File: config.mk
export PLATFORM = sky130hd
export DESIGN_NAME = eth_frame_builder
export DESIGN_NICKNAME = d
export VERILOG_FILES = /design/src/rtl/eth_frame_builder.sv
export SDC_FILE = /design/constraint.sdc
export NUM_CORES = 1
export LEC_CHECK = 0
export ABC_CLOCK_PERIOD_IN_PS = 6600
export CAP_MARGIN = 30
export CORE_ASPECT_RATIO = 2
export CORE_MARGIN = 2
export CORE_UTILIZATION = 45
export CTS_CLUSTER_SIZE = 10
export DETAILED_ROUTE_END_ITERATION = 16
export SYNTH_ARGS = -nofsm -noshare
export SYNTH_HDL_FRONTEND = slang
export SYNTH_SLANG_ARGS = --single-unit
File: constraint.sdc
create_clock -name clk -period 6.6 [get_ports clk]
set_clock_uncertainty 0.05 [all_clocks]
set_input_delay 1.32 -clock clk [delete_from_list [all_inputs] [get_ports clk]]
set_output_delay 1.32 -clock clk [all_outputs]
set_load 0.02 [all_outputs]
File: src/rtl/eth_frame_builder.sv
// rtl/eth_frame_builder.sv - builds one Ethernet II / IPv4 / UDP frame into the transmit BRAM
//
// Purpose: computes the IPv4 header checksum for the current ident, writes the
// 42 header bytes, then copies the UDP payload stream into the buffer. It then
// requests transmission and holds off refilling until the transmitter is done.
//
// Ports:
//   clk, rst                    clock, asynchronous active-high reset
//   s_valid, s_data, s_ready    payload byte stream (accepted only in PAYLOAD)
//   bram_wr_en/addr/data        registered BRAM write port, byte i -> address i
//   tx_start, tx_busy           transmit request / transmitter busy handshake
//   busy                        builder is not idle

module eth_frame_builder #(
  parameter int          FRAME_LEN = 526,
  parameter logic [47:0] DST_MAC   = 48'hFFFFFFFFFFFF,
  parameter logic [47:0] SRC_MAC   = 48'h020000000001,
  parameter logic [31:0] SRC_IP    = 32'hC0A80164,
  parameter logic [31:0] DST_IP    = 32'hFFFFFFFF,
  parameter logic [15:0] SRC_PORT  = 16'd1234,
  parameter logic [15:0] DST_PORT  = 16'd5678,
  parameter logic [7:0]  TTL       = 8'd64
) (
  input  logic       clk,
  input  logic       rst,
  input  logic       s_valid,
  input  logic [7:0] s_data,
  output logic       s_ready,
  output logic       bram_wr_en,
  output logic [9:0] bram_wr_addr,
  output logic [7:0] bram_wr_data,
  output logic       tx_start,
  input  logic       tx_busy,
  output logic       busy
);

  localparam logic [15:0] TOTAL_LEN = 16'(FRAME_LEN - 14);
  localparam logic [15:0] UDP_LEN   = 16'(FRAME_LEN - 34);
  localparam logic [9:0]  LAST_ADDR = 10'(FRAME_LEN - 1);
  localparam logic [9:0]  PAY_START = 10'd42;

  typedef enum logic [2:0] {
    S_IDLE,
    S_CSUM,
    S_HDR,
    S_PAYLOAD,
    S_REQ,
    S_DRAIN
  } state_t;

  state_t      state, state_nx;
  logic [5:0]  cnt;        // checksum word index in CSUM, header byte index in HDR
  logic [9:0]  pay_addr;   // next payload address
  logic [15:0] ident;
  logic [31:0] csum_acc;
  logic [15:0] csum_word;
  logic [16:0] fold1;
  logic [15:0] fold2;
  logic [15:0] csum;
  logic        accept;
  logic [335:0] hdr_vec;
  logic [8:0]  hdr_lsb;
  logic [7:0]  hdr_byte;

  assign accept = s_valid && s_ready;

  // The accumulator is complete once HDR is entered, so the folded checksum
  // is stable for the whole header write.
  assign fold1 = {1'b0, csum_acc[15:0]} + {1'b0, csum_acc[31:16]};
  assign fold2 = fold1[15:0] + {15'd0, fold1[16]};
  assign csum  = ~fold2;

  assign hdr_vec = {DST_MAC, SRC_MAC, 16'h0800,
                    16'h4500, TOTAL_LEN, ident, 16'h4000, TTL, 8'h11, csum,
                    SRC_IP, DST_IP,
                    SRC_PORT, DST_PORT, UDP_LEN, 16'h0000};

  // Byte 0 is the most significant byte of hdr_vec.
  assign hdr_lsb  = {3'b000, 6'd41 - cnt} << 3;
  assign hdr_byte = (cnt <= 6'd41) ? hdr_vec[hdr_lsb +: 8] : 8'h00;

  always_comb begin
    case (cnt)
      6'd0:    csum_word = 16'h4500;
      6'd1:    csum_word = TOTAL_LEN;
      6'd2:    csum_word = ident;
      6'd3:    csum_word = 16'h4000;
      6'd4:    csum_word = {TTL, 8'h11};
      6'd5:    csum_word = 16'h0000;
      6'd6:    csum_word = SRC_IP[31:16];
      6'd7:    csum_word = SRC_IP[15:0];
      6'd8:    csum_word = DST_IP[31:16];
      6'd9:    csum_word = DST_IP[15:0];
      default: csum_word = 16'h0000;
    endcase
  end

  // State register
  always_ff @(posedge clk or posedge rst) begin
    if (rst) state <= S_IDLE;
    else     state <= state_nx;
  end

  // Next-state logic
  always_comb begin
    state_nx = state;
    case (state)
      S_IDLE:    if (s_valid)                         state_nx = S_CSUM;
      S_CSUM:    if (cnt == 6'd9)                     state_nx = S_HDR;
      S_HDR:     if (cnt == 6'd41)                    state_nx = S_PAYLOAD;
      S_PAYLOAD: if (accept && pay_addr == LAST_ADDR) state_nx = S_REQ;
      // tx_start stays up until the transmitter acknowledges with busy,
      // since it only samples start on its own clock enable.
      S_REQ:     if (tx_busy)                         state_nx = S_DRAIN;
      S_DRAIN:   if (!tx_busy)                        state_nx = S_IDLE;
      default:                                        state_nx = S_IDLE;
    endcase
  end

  // Output logic
  always_comb begin
    s_ready  = (state == S_PAYLOAD);
    tx_start = (state == S_REQ);
    busy     = (state != S_IDLE);
  end

  // Datapath and registered BRAM write port
  always_ff @(posedge clk or posedge rst) begin
    if (rst) begin
      cnt          <= 6'd0;
      pay_addr     <= 10'd0;
      ident        <= 16'd0;
      csum_acc     <= 32'd0;
      bram_wr_en   <= 1'b0;
      bram_wr_addr <= 10'd0;
      bram_wr_data <= 8'd0;
    end else begin
      bram_wr_en <= 1'b0;
      case (state)
        S_IDLE: begin
          cnt      <= 6'd0;
          csum_acc <= 32'd0;
        end
        S_CSUM: begin
          csum_acc <= csum_acc + {16'd0, csum_word};
          cnt      <= (cnt == 6'd9) ? 6'd0 : cnt + 6'd1;
        end
        S_HDR: begin
          bram_wr_en   <= 1'b1;
          bram_wr_addr <= {4'd0, cnt};
          bram_wr_data <= hdr_byte;
          cnt          <= cnt + 6'd1;
          pay_addr     <= PAY_START;
        end
        S_PAYLOAD: begin
          if (accept) begin
            bram_wr_en   <= 1'b1;
            bram_wr_addr <= pay_addr;
            bram_wr_data <= s_data;
            pay_addr     <= pay_addr + 10'd1;
          end
        end
        S_DRAIN: begin
          if (!tx_busy) ident <= ident + 16'd1;
        end
        default: ;
      endcase
    end
  end

endmodule

==> impl_results.md, run 1 <==
* Die area at 0.01639 mm^2
* Hold path cells at 2
* Worst setup SP type: register
* Main combinational cell family by area after synthesis: compound AO/OA/AOI/OAI gates
* Number of DRC markers in iteration 0 at 298
* Critical path, cell by cell: inv_1 -> ha_1 -> o21ai_0 -> nor2_1 -> a31o_2 -> a21oi_1 -> nand2_1 -> ha_1 -> or3_1 -> a211oi_1 -> or3_1 -> a211oi_1 -> o32a_1 -> a21oi_1 -> nor3_1 -> mux2i_1
* Mux cell area share after synthesis at around 1.9%
* Vias in the first global route at 5919
* Fmax at 187.9 MHz
* #FFs+latches synth at 86
* Hold WC Path Type: register to register
* Final Wtd Congestion at ~0.9
* Adder-Cell Fraction of Synth Area at 9.107%
* I/O Pins at 34
* Critical-path top delay cell: a21oi_1
* Chip Width at around 90 um
* Hold Crit Start: bram_wr_addr[6]
* Leak pwr at 3.444 nW
* Post-synthesis cell area at 0.006897 mm^2
* RSZ-0062 raised after global routing: false
* Initial core utilization at 45.57%
* Post-Synth XOR/XNOR Area at 7.366%
* Crit share post-route at about four fifths
* Final setup viols at 0
* Number of gates resized after cts at 0
* Commonest non-fill, non-tap cell in the layout: dfrtp_1
* Post-route DRC at 0
* First-pass GRT wire length at just over 30 mm
* Maximum VDD drop at 0.2850 mV
* Post-CTS Setup Inserts at 0
* Final Max Slew Viols at 0
* Fin crit period at 5.322 ns
* Post-Syn Instances at 827
* Core box area at ~0.015 mm^2
* CTS sink cnt at 86
* Post-synth EDFFs at 0
* Worst rel slew slack at a little over a quarter
* Main synth FF type: dfrtp_1
* Seq/Total Area, Yosys at a little under a third
* Initial antenna violation count at 0
* Syn Area/Cell at 8.339 um^2
* CTS tree: built
* Cell Pwr Density at 373.0 mW/mm^2
* Routed Antenna Nets at 0
* FF-to-FF End: csum_acc[31]
* Outcome: finished clean
* Async set-or-reset flop fraction in the synthesized netlist at 100.0%
* Clock Path Buffers at 2
* Most frequent cells in the layout: dfrtp_1 (86), nor2_1 (75), nand2_1 (74)
* Ys Warns at 0
* CP arrival at between 5 and 6 ns
* Row count at 64
* Total Neg Setup Slack at 0 ns
* WL/cell at roughly 18 um
* DR vias/cell at 5.944
* Flop2flop setup slack at 1.28 ns
* Layout cells sized above 1 at 5.263%
* GR Overflow Total at 0
* CP Max Fanout at 17
* CTS root buf: clkbuf_16
* Post-Syn Nets at 888
* Largest stage delay, worst path at 0.87 ns
* Max_cap viols at 0
* Area Growth Syn to Fin at 10.92%
* Tot GR Track Use at between 20% and 30%
* Overall power at roughly 0.0029 W
* Largest net degree at the start of global routing at 54
* Worst r2r src: cnt[1]
* Slew @ Worst Pin at 1.091 ns
* CTS buffer count at 9
* Simple-gate area share of the yosys netlist at 20.81%
* Cts hold-fix bufs at 0
* Vias at 6146
* Final HPWL from detailed placement at 13.87 mm
* Antenna cells at 0
* Number of port buffers at 33
* WP data required at roughly 6.8 ns
* Die Span Y at 179.1 um
* DRT Wirelength at 18.49 mm
* Nets@finish at 893
* Worst-Skew Late Latency at 0.35 ns
* Pre-antenna DRT Iters at 5
* Crit. End Element: register
* Final Hold Viols at 0
* Hold Path End: bram_wr_addr[6]
* H-tree depth at 3
* Distinct cells, synth at 64
* Synth Area in Compound Gates at 26.00%
* WS Path Type: register to register
* Cells on worst reg2reg path at 16
* Clock slew at reported path FFs at 0.07 ns
==> cells by family (layout without fill, tap and decap cells) <==
group / Yosys count / in the layout
adders and majority gates: 49 / 49
buffers and inverters: 65 / 74
xor gates and xnor gates: 58 / 58
AOI/OAI and AO/OA: 261 / 261
and+or+nand+nor: 295 / 295
muxes: 13 / 13
DFF: 86 / 86
==> cells in the mapped netlist (3+ instances only) <==
cell	count	area share [%]
nor2_1	75	4.1
or3_1	8	0.73
a21oi_1	58	4.2
o31ai_1	16	1.7
buf_2	4	0.29
nand4_1	16	1.5
and2_1	6	0.54
nand2b_1	9	0.82
xor2_1	22	2.8
inv_1	19	1.0
mux2i_1	12	1.7
nor2b_1	5	0.45
o211ai_1	24	2.6
o21a_1	7	0.76
a31oi_1	11	1.0
xnor2_1	36	4.6
a31o_2	3	0.38
ha_1	47	8.5
a211oi_1	10	1.1
nand2_1	74	4.0
dfrtp_1	86	31
and3_1	11	1.0
o22ai_1	4	0.36
nand3_1	40	2.9
clkbuf_1	39	2.1
nor3_1	23	1.7
or2_2	6	0.54
a221oi_1	4	0.51
o2111ai_1	4	0.51
a22oi_1	3	0.33
o21ai_0	48	3.5
a21o_1	32	3.5
nor3b_1	6	0.65
and4_1	4	0.51
nand3b_1	3	0.33
a22o_1	15	1.9
==> state kept, by name, indices dropped and copies added, names as in the netlist <==
register	cells
bram_wr_addr	10
bram_wr_data	8
bram_wr_en	1
cnt	6
csum_acc	32
ident	16
pay_addr	10
state	3
==> stage by stage <==
step / hold WS (ns) / util, % / instances / setup WS, ns / area (um^2)
after floorplan: 0.4024 / - / 827 / 1.900 / 6897
after global placement: 0.4017 / 48.60 / 1019 / 1.602 / 7356
after detailed placement: 0.4053 / 48.60 / 1019 / 1.392 / 7356
after CTS: 0.4219 / 50.55 / 1034 / 1.372 / 7650
after global routing: 0.4523 / 50.55 / 1034 / 0.8810 / 7650
final: 0.4197 / 50.55 / 1034 / 1.278 / 7650
==> worst max-delay path by stage <==
stage / from / depth (start not counted) / endpoint / slack (ns)
floorplan: cnt[1] / 21 / csum_acc[18] / 1.90
global placement: cnt[1] / 16 / csum_acc[31] / 1.60
detailed placement: cnt[1] / 16 / csum_acc[31] / 1.39
CTS: cnt[1] / 16 / csum_acc[31] / 1.37
global route: cnt[1] / 16 / csum_acc[31] / 0.88
finish: cnt[1] / 16 / csum_acc[31] / 1.28
==> report_power, final <==
part           switching, W  internal, W
sequential         0.000144     0.000630
clock              0.000222     0.000294
combinational      0.000980     0.000583
total               0.00135      0.00151
==> final cells by class <==
class                   count  area (um^2)
clock buffers               9        225.2
clock inverters             6        68.82
fillers                  1457         7485
inverters                  20        76.32
multi-input cells         676         4504
flip-flops and latches     86         2152
well taps                 198        247.7
repair buffers             39        375.4
==> layer usage <==
layer  global-route usage (%)  routed length, um
met5                        0                  0
met4                    9.533                610
met3                    2.270                602
met2                    38.54               8916
met1                    30.65               8358
==> critical path, delay by kind of cell, from the launching register on <==
| family | cells | cell delay, ns |
|---|---|---|
| flops | 1 | 0.67 |
| fa+ha+maj | 2 | 0.62 |
| simple gates | 5 | 1.00 |
| mux | 1 | 0.16 |
| compound gates | 7 | 2.34 |
| buf+inv | 1 | 0.34 |
Power figures use the tool's default switching activity.
==> run 2, diff against run 1 <==
Settings changed: ABC_CLOCK_PERIOD_IN_PS 6600 to 5560.
Clock period 6.6 ns to 5.56 ns, I/O delays scaled along.
==> impl_results.md, run 2 (synthesis results as in run 1) <==
* Outcome: finished clean
* Initial core utilization at 45.57% (unchanged)
* DR vias/cell at 5.940 (about the same)
* Worst rel slew slack at 42.19% (+15 points)
* Slew @ Worst Pin at 0.8672 ns (-0.2241 ns)
* Row count at 64 (unchanged)
* Biggest regs: csum_acc: 32 flops, ident: 16 flops
* CTS tree: built
* Largest register by flop count: csum_acc
* Final Hold Viols at 0 (unchanged)
* RSZ-0062 raised after global routing: false
* Final Util at 50.57% (about the same)
* Chip Width at 91.54 um (unchanged)
* Fin crit period at 4.923 ns (-0.3982 ns)
* Critical path, cell by cell: inv_1 -> ha_1 -> o21ai_0 -> nor2_1 -> a31oi_1 -> nor3_1 -> a21o_1 -> ha_1 -> fa_1 -> a21o_1 -> a21o_1 -> a21oi_1 -> o31ai_1 -> a2111oi_1 -> o21bai_1 -> a31oi_1 -> buf_4 -> o211ai_1 -> o31ai_1
* Vias in the first global route at 5742 (-3.0%)
* Largest net degree at the start of global routing at 49 (-9.3%)
* Number of flip-flops in the largest register at 32 (unchanged)
* Clock Path Buffers at 2 (unchanged)
* Cell Pwr Density at 439.5 mW/mm^2 (+18%)
* Worst setup SP type: register
* Max_cap viols at 0 (unchanged)
* Fill cells at 1452 (-0.34%)
* Number of gates resized after cts at 0 (unchanged)
* Internal power at 0.001761 W (+17%)
* Worst-Skew Late Latency at 0.34 ns (about the same)
* Number of port buffers at 33 (unchanged)
* Total Neg Setup Slack at 0 ns (unchanged)
* CTS buffer count at 9 (unchanged)
* H-tree depth at 3 (unchanged)
* CTS sink cnt at 86 (unchanged)
* Clock slew at reported path FFs at 0.07 ns (about the same)
* Antenna cells at 0 (unchanged)
* Switching pwr at 0.001604 W (+19%)
* Post-CTS Setup Inserts at 0 (unchanged)
* CP Max Fanout at 17 (unchanged)
* Largest stage delay, worst path at 0.68 ns (-0.19 ns)
* I/O Pins at 34 (unchanged)
* Number of DRC markers in iteration 0 at 379 (+27%)
* Final setup viols at 0 (unchanged)
* First-pass GRT wire length at 30.02 mm (-1.3%)
* Cts hold-fix bufs at 0 (unchanged)
* Most frequent cells in the layout: dfrtp_1 (86), nor2_1 (75), nand2_1 (74)
* Final Wtd Congestion at 0.9394 (+4.8%)
* CTS root buf: clkbuf_16
* Hold WC Path Type: register to register
* Pre-antenna DRT Iters at 5 (unchanged)
* Core box area at 0.01513 mm^2 (unchanged)
* Leak pwr at 3.445 nW (about the same)
* Final Max Slew Viols at 0 (unchanged)
* Die area at 0.01639 mm^2 (unchanged)
* Post-route DRC at 0 (unchanged)
* Final HPWL from detailed placement at 13.53 mm (-2.4%)
* Maximum VDD drop at 0.4639 mV (+63%)
* Tot GR Track Use at 22.85% (-0.29 points)
* Crit path top cell by count: a21o_1
* DRT Wirelength at 18.24 mm (-1.4%)
* Sw frac at 47.67% (+0.51 points)
* CP arrival at 5.13 ns (-0.36 ns)
* Die Span Y at 179.1 um (unchanged)
* WP data required at 5.76 ns (-1.01 ns)
* Routed Antenna Nets at 0 (unchanged)
* Commonest non-fill, non-tap cell in the layout: dfrtp_1
* Area Growth Syn to Fin at 10.98% (about the same)
* Clk pwr share at 17.4% (-0.7 points)
* Crit. End Element: register
* Logic gate share of total power at 55.4% (+0.6 points)
* Sequential power share at 27.2% (about the same)
* Vias at 6166 (+0.33%)
* Initial antenna violation count at 0 (unchanged)
* Nets@finish at 896 (+0.34%)
* Layout cells sized above 1 at 5.595% (+0.33 points)
* Fmax at 203.1 MHz (+8.1%)
* GR Overflow Total at 0 (unchanged)
* WL/cell at 17.57 um (-1.7%)
* WS Path Type: register to register
* Crit share post-route at 88.55% (+7.9 points)
* Critical-path top delay cell: dfrtp_1
[run 2: cell types whose count changed in the layout (fill, tap and decap cells not counted), sizes merged]
cell      delta
clkbuf       +1
bufinv       -1
buf          +3
clkinvlp     +1
[run 2: cell type report]
| type | count | area, um^2 | area share (%) |
|---|---|---|---|
| Clock buffer | 10 | 229.0 | 2.992 |
| Tap cell | 198 | 247.7 | 3.237 |
| Timing Repair Buffer | 42 | 397.9 | 5.199 |
| Multi-Input combinational cell | 676 | 4504 | 58.85 |
| Clock inverter | 6 | 46.29 | 0.6049 |
| Sequential cell | 86 | 2152 | 28.12 |
| Inverter | 20 | 76.32 | 0.9972 |
[run 2: worst paths after layout]
| kind | start | end | slack [ns] | cells after the start |
|---|---|---|---|---|
| worst max register to register | cnt[1] | csum_acc[24] | 0.64 | 19 |
| min in group asynchronous | rst | state[0] | 1.18 | 2 |
| worst max-delay path | cnt[1] | csum_acc[24] | 0.64 | 19 |
| worst min-delay path | bram_wr_addr[6] | bram_wr_addr[6] | 0.42 | 2 |
| max in group asynchronous | rst | bram_wr_data[4] | 3.29 | 3 |
| worst min register to register | bram_wr_addr[6] | bram_wr_addr[6] | 0.42 | 2 |
[run 2: through the flow]
step / instance area [um^2] / hold WS, ns / power [W] / setup WS (ns) / cells
after floorplan: 6897 / 0.4024 / 0.002244 / 0.8604 / 827
after global placement: 7378 / 0.4017 / 0.002760 / 0.8321 / 1022
after detailed placement: 7378 / 0.4095 / 0.002772 / 0.6923 / 1022
after CTS: 7654 / 0.4200 / 0.003375 / 0.6772 / 1038
after global routing: 7654 / 0.4534 / 0.003636 / 0.1071 / 1038
final: 7654 / 0.4161 / 0.003364 / 0.6365 / 1038
[run 2: routing by layer]
| metal | up-vias | part of all wire, % | global-route usage, % |
|---|---|---|---|
| met3 | 12 | 3.1 | 2.690 |
| met2 | 112 | 49 | 37.38 |
| met5 | - | 0 | 0 |
| met4 | 0 | 1.4 | 6.439 |
| li1 | 3067 | - | - |
| met1 | 2975 | 47 | 31.84 |
[run 2: power by group through the flow]
stage	clock, W	sequential (W)	combinational [W]
final	0.000585	0.000915	0.00186
after global routing	0.000625	0.000937	0.00207
after CTS	0.000600	0.000914	0.00186
after detailed placement	0	0.000925	0.00185
after global placement	0	0.000921	0.00184
after floorplan	0	0.000903	0.00134
[run 2: worst max-delay path, delay by kind of cell, from the launching register on]
family          cells  cell delay [ns]
buf+inv             2             0.57
compound gates     12             2.35
flops               1             0.68
fa+ha+maj           3             0.99
simple gates        2             0.16
==> run 3, diff against run 2 <==
Settings changed: SETUP_SLACK_MARGIN set to 0.1.
==> results of run 3 <==
Same layout as run 2: the final DEF is identical, and so are final timing and power.
